===== src/rtl/muldiv_exec.sv =====
// Iterative 32-bit multiply/divide unit for the Execute stage; owns HI/LO.
// One operand bit per cycle on magnitudes, sign fix-up in a final cycle.
module muldiv_exec (
  input  logic        clk,
  input  logic        rst_n,
  input  logic        StartE,
  input  logic [1:0]  MulDivOpE,
  input  logic [31:0] SrcAE,
  input  logic [31:0] SrcBE,
  input  logic        MtHiE,
  input  logic        MtLoE,
  input  logic        AbortE,
  output logic [31:0] HiE,
  output logic [31:0] LoE,
  output logic        BusyE,
  output logic        DoneE
);

  // state | meaning
  // IDLE  | waiting for StartE; MTHI/MTLO accepted here
  // RUN   | 32 iterations, one operand bit per cycle
  // FIX   | sign correction, HI/LO written on exit
  typedef enum logic [1:0] {S_IDLE, S_RUN, S_FIX} state_t;

  state_t      r_state, w_next;
  logic [4:0]  r_cnt;
  logic [63:0] r_acc;
  logic [31:0] r_b, r_src_a, r_hi, r_lo;
  logic [1:0]  r_op;
  logic        r_neg_a, r_neg_b, r_done;

  logic        w_start, w_signed_in, w_a_neg_in, w_b_neg_in;
  logic [31:0] w_a_mag, w_b_mag;
  logic [32:0] w_mul_sum, w_div_part;
  logic [31:0] w_div_rem;
  logic        w_div_ge;
  logic [63:0] w_mul_step, w_div_step, w_prod;
  logic [31:0] w_quo, w_rem;
  logic [31:0] w_res_hi, w_res_lo;

  assign w_start     = (r_state == S_IDLE) && StartE && !AbortE;
  assign w_signed_in = ~MulDivOpE[0];
  assign w_a_neg_in  = w_signed_in & SrcAE[31];
  assign w_b_neg_in  = w_signed_in & SrcBE[31];
  assign w_a_mag     = w_a_neg_in ? (32'd0 - SrcAE) : SrcAE;
  assign w_b_mag     = w_b_neg_in ? (32'd0 - SrcBE) : SrcBE;

  // Multiply: r_acc = {partial product, remaining multiplier bits}
  assign w_mul_sum  = {1'b0, r_acc[63:32]} + (r_acc[0] ? {1'b0, r_b} : 33'd0);
  assign w_mul_step = {w_mul_sum, r_acc[31:1]};

  // Divide: r_acc = {remainder, dividend bits shifting out / quotient shifting in}
  assign w_div_part = r_acc[63:31];
  assign w_div_ge   = w_div_part >= {1'b0, r_b};
  assign w_div_rem  = w_div_part[31:0] - r_b;
  assign w_div_step = w_div_ge ? {w_div_rem, r_acc[30:0], 1'b1} : {r_acc[62:0], 1'b0};

  assign w_prod = (r_neg_a ^ r_neg_b) ? (64'd0 - r_acc) : r_acc;
  assign w_quo  = (r_neg_a ^ r_neg_b) ? (32'd0 - r_acc[31:0]) : r_acc[31:0];
  assign w_rem  = r_neg_a ? (32'd0 - r_acc[63:32]) : r_acc[63:32];

  always_comb begin
    w_res_hi = w_prod[63:32];
    w_res_lo = w_prod[31:0];
    if (r_op[1]) begin
      if (r_b == 32'd0) begin
        w_res_hi = r_src_a;
        w_res_lo = 32'hFFFF_FFFF;
      end else begin
        w_res_hi = w_rem;
        w_res_lo = w_quo;
      end
    end
  end

  always_ff @(posedge clk or negedge rst_n) begin
    if (!rst_n) r_state <= S_IDLE;
    else        r_state <= w_next;
  end

  always_comb begin
    w_next = r_state;
    case (r_state)
      S_IDLE: if (w_start) w_next = S_RUN;
      S_RUN: begin
        if (AbortE)              w_next = S_IDLE;
        else if (r_cnt == 5'd0)  w_next = S_FIX;
      end
      S_FIX:   w_next = S_IDLE;
      default: w_next = S_IDLE;
    endcase
  end

  always_ff @(posedge clk or negedge rst_n) begin
    if (!rst_n) begin
      r_cnt   <= 5'd0;
      r_acc   <= 64'd0;
      r_b     <= 32'd0;
      r_src_a <= 32'd0;
      r_op    <= 2'd0;
      r_neg_a <= 1'b0;
      r_neg_b <= 1'b0;
      r_hi    <= 32'd0;
      r_lo    <= 32'd0;
      r_done  <= 1'b0;
    end else begin
      r_done <= 1'b0;
      case (r_state)
        S_IDLE: begin
          if (w_start) begin
            r_cnt   <= 5'd31;
            r_op    <= MulDivOpE;
            r_src_a <= SrcAE;
            r_neg_a <= w_a_neg_in;
            r_neg_b <= w_b_neg_in;
            r_acc   <= {32'd0, MulDivOpE[1] ? w_a_mag : w_b_mag};
            r_b     <= MulDivOpE[1] ? w_b_mag : w_a_mag;
          end else if (!StartE) begin
            if (MtHiE) r_hi <= SrcAE;
            if (MtLoE) r_lo <= SrcAE;
          end
        end
        S_RUN: begin
          if (!AbortE) begin
            r_acc <= r_op[1] ? w_div_step : w_mul_step;
            r_cnt <= r_cnt - 5'd1;
          end
        end
        S_FIX: begin
          if (!AbortE) begin
            r_hi   <= w_res_hi;
            r_lo   <= w_res_lo;
            r_done <= 1'b1;
          end
        end
        default: ;
      endcase
    end
  end

  assign HiE   = r_hi;
  assign LoE   = r_lo;
  assign BusyE = (r_state != S_IDLE);
  assign DoneE = r_done;

endmodule


===== config.mk =====
export PLATFORM = sky130hd
export DESIGN_NAME = muldiv_exec
export DESIGN_NICKNAME = d
export VERILOG_FILES = /design/src/rtl/muldiv_exec.sv
export SDC_FILE = /design/constraint.sdc
export NUM_CORES = 1
export LEC_CHECK = 0
export ABC_AREA = 1
export CAP_MARGIN = 20
export CORE_MARGIN = 4
export CORE_UTILIZATION = 35
export CTS_BUF_LIST = sky130_fd_sc_hd__clkbuf_4 sky130_fd_sc_hd__clkbuf_8
export DETAILED_ROUTE_END_ITERATION = 10
export MAX_ROUTING_LAYER = met4
export PLACE_DENSITY = 0.52
export SLEW_MARGIN = 20
export SYNTH_ARGS = -nofsm -noshare
export SYNTH_HDL_FRONTEND = slang
export SYNTH_SLANG_ARGS = --single-unit

===== constraint.sdc =====
create_clock -name clk -period 2.65 [get_ports clk]
set_input_delay 0.53 -clock clk [delete_from_list [all_inputs] [get_ports clk]]
set_output_delay 0.53 -clock clk [all_outputs]
set_load 0.01 [all_outputs]

==> run_results.csv <==
group,metric,value,unit
global_route,grt_usage,0.333,
power,irDropWorstVdd,0.410,mV
global_route,grt_pass1_vias,23600,
synth,yosys.cell_types.count,51,
global_route,grt_pass1_wl,153,mm
synth,syn_area,0.0204,sq mm
synth,async_reset_ff_frac,1.00,
worst_setup_path,cpPeakStageDelay,440,ps
drt,drt-pass1-iter-count,6,
synth,syn-instance-count,3486,
sta,hold_slack,464,ps
clocking,cts_sinks,203,
worst_setup_path,critPathRequiredTime,3140,ps
power,p_sw,15.6,mW
sta,fin_crit,2580,ps
place,dp_hpwl,86.8,mm
synth,syn_area_per_cell,5.84,sq um
sta,fin_tns_setup,0,ps
worst_setup_path,cp-startpoint,"r_acc[45]",
power,clkPwrFrac,0.122,
global_route,antenna_found_initial,3,
synth,yosys_warnings,0,
worst_setup_path,critPathLaunchType,"register",
sta,fmax,387,MHz
run_status,outcome,"finished, final reports clean",
drt,drt_iter0_markers,2925,
synth,synth_edf_count,0,
clocking,clkTransAtPathRegs,60,ps
die,dieArea,0.0621,sq mm
worst_setup_path,path_cells,"ha_1 -> nand2_1 -> nor2_2 -> inv_1 -> o21ai_1 -> inv_1 -> nand2_2 -> nand2_4 -> nand2_8 -> buf_4 -> buf_4 -> nand3_1 -> nand3_1 -> o21ai_1",
final_layout,final_area,0.0271,sq mm
drt,vias,25400,
power,power,29.8,mW
sta,finalClockSkew,38.4,ps
worst_setup_path,r2r-start,"r_acc[45]",
die,coreArea,0.0577,sq mm
die,num_rows,88,
global_route,overflow,0,
worst_setup_path,worstPathArrival,3070,ps
sta,setup_viol_count_final,0,
sta,tightest_slew,578,ps
drt,drt-total-wl,105,mm
sta,finalHoldViolCount,0,
power,switching_share,0.521,
worst_setup_path,path_max_fanout,15,
final_layout,fin_nets,4124,
power,p_int,14.3,mW
place,gp_congestion,1.08,
global_route,grt_max_degree,78,
worst_setup_path,path_class,"reg2reg",
worst_setup_path,slowest_stage,"dfrtp_1",
clocking,clockBufferDepth,3,
worst_setup_path,path_delay_family,"simple AND/OR/NAND/NOR gates",
synth,ys_seq_area_frac,0.249,
clocking,cts_buffers,41,
clocking,htreeDepth,2,
sta,max-slew-margin-rel,0.615,
worst_setup_path,critPathBufInv,4,
synth,synth-seq-cells,203,
drt,drc_errors,0,
sta,rsz0062_at_grt,"true",
drt,antenna_left,0,
die,die_width,249,um
die,die_h,249,um
drt,vias_per_cell,5.32,
final_layout,drive_above_1_share,0.174,
final_layout,area_growth,33.1,%
power,leakage,13.6,nW
clocking,clk_latency,620,ps
power,power_density,1100,mW/mm^2
final_layout,num-fill-cells,6366,
hold_path,hold_class,"in2async",
die,initial_core_util,0.353,
sta,fin_crit_sh,0.974,
sta,drv_slew,0,
synth,synthFlopType,"dfrtp_1",
power,seqPwrFrac,0.172,
place,place_area,0.0256,sq mm
power,pwr-share-comb,0.706,
synth,synthesis.nets,3630,
drt,wire_per_inst,22.0,um
clocking,cts_tree,"yes",
die,ioPinCount,138,
clocking,cts-root-buf,"clkbuf_8",
place,io_buffers,137,
worst_setup_path,critPathCaptureType,"register",
flow_run,cap_violations,0,
[flip-flops by register name (all words and copies together) (netlist names)]
register,flops
r_state,2
DoneE,1
r_acc,64
r_op,1
r_src_a,32
r_cnt,5
r_neg_b,1
HiE,32
r_b,32
LoE,32
r_neg_a,1
[worst paths after layout]
check / to / slack (ps) / cells past startpoint
setup / recovery: r_acc[40] / 70 / 14
hold / removal: HiE[6] / 460 / 2
setup reg to reg: r_acc[40] / 70 / 14
hold reg to reg: LoE[11] / 480 / 2
max in group asynchronous: r_acc[22] / 1420 / 3
min in group clk: LoE[11] / 480 / 2
[power groups by stage]
stage          clock network [mW]  registers (mW)  logic, mW
6_report                     3.63            5.14       21.1
5_1_grt                      3.82            5.24       22.6
4_1_cts                      3.67            5.07       20.0
3_5_place_dp                    0            5.11       19.9
3_3_place_gp                    0            5.11       19.9
2_1_floorplan                   0            5.09       10.5
[metal layers]
layer | GRT usage | vias to the layer above | routed length (um)
li1 | - | 12200 | -
met3 | 0.0705 | 212 | 9800
met5 | - | - | 0
met4 | 0.126 | 0 | 4820
met1 | 0.453 | 11800 | 45800
met2 | 0.486 | 1166 | 44700
[cells by family after synthesis]
family                   count (synthesis)  synth area share
AO/OA/AOI/OAI                          504             0.138
flip-flops                             203             0.249
adder cells (fa/ha/maj)                 72            0.0450
AND/OR/NAND/NOR                       2041             0.420
XOR/XNOR                                84            0.0361
buffers and inverters                  582             0.112
[cell type report]
type | count | area [sq um] | share of cell area
antenna | 3 | 7.51 | 0.000277
clock inverter | 5 | 78.8 | 0.00291
tap | 765 | 957 | 0.0353
inverter | 460 | 1730 | 0.0637
sequential | 203 | 5080 | 0.188
multi-input combinational | 2701 | 13600 | 0.500
timing repair buffer | 573 | 4890 | 0.181
clock buffer | 65 | 788 | 0.0291
[what timing repair did]
action | CTS | global route
gates cloned | 0 | 1
hold buffers | 1 | 0
gates resized for setup | 6 | 139
pin swaps | 0 | 10
endpoints found under the hold margin | 43 | 0
setup endpoints to repair | 7 | 45
buffers inserted | 0 | 4
[cell usage after synthesis (3+ instances only)]
cell type	n	area [sq um]
a21boi_0	3	22.5
o211ai_1	31	233
nand2_1	1066	4000
or2_2	10	62.6
nor2_2	15	93.8
dfrtp_1	203	5080
nand2_2	10	62.6
nor2_4	5	56.3
xnor2_1	6	52.6
inv_2	13	48.8
nand4_1	61	382
o221ai_1	11	96.3
o21ai_0	177	886
buf_1	12	45.0
buf_4	4	30.0
buf_6	5	56.3
o21ai_2	6	52.6
o21bai_1	11	82.6
clkinv_1	6	22.5
a31oi_1	11	68.8
inv_1	441	1660
a22oi_1	13	97.6
nor2_1	479	1800
a21oi_1	204	1020
buf_2	23	115
clkbuf_1	77	289
nand3_1	344	1720
xor2_1	78	683
ha_1	70	876
and2_1	5	31.3
o21a_1	4	30.0
nor3_1	23	115
nand3_2	5	50.1
o21ai_1	22	110
nand3b_1	12	90.1
[stage by stage]
stage,setup slack [ps],std cells,utilization
finish,67.6,4775,0.470
global placement,-308,4696,0.445
global route,-37.1,4775,0.470
detailed placement,-294,4696,0.445
CTS,-5.83,4767,0.460
floorplan,336,3486,-
[cells in the final DEF, fill, tap and decap left out, types with 12 or more instances in the layout]
| cell | netlist | layout |
|---|---|---|
| nand2_1 | 1066 | 1046 |
| nor2_1 | 479 | 453 |
| inv_1 | 441 | 436 |
| buf_4 | 4 | 416 |
| nand3_1 | 344 | 335 |
| dfrtp_1 | 203 | 200 |
| a21oi_1 | 204 | 183 |
| o21ai_0 | 177 | 158 |
| clkdlybuf4s50_1 | 0 | 136 |
| xor2_1 | 78 | 77 |
| nand4_1 | 61 | 61 |
| ha_1 | 70 | 50 |
| clkbuf_8 | 0 | 48 |
| o21ai_1 | 22 | 34 |
| nor2_2 | 15 | 33 |
| o211ai_1 | 31 | 31 |
| nand2_2 | 10 | 29 |
| a21oi_2 | 2 | 23 |
| inv_2 | 13 | 19 |
| nor3_1 | 23 | 19 |
| buf_12 | 0 | 18 |
| clkbuf_4 | 0 | 17 |
| nand3_2 | 5 | 14 |
| nor2_4 | 5 | 13 |
| a22oi_1 | 13 | 13 |
| ha_4 | 0 | 13 |
| nand3b_1 | 12 | 12 |
No activity file was read; power rests on OpenSTA's default activity.
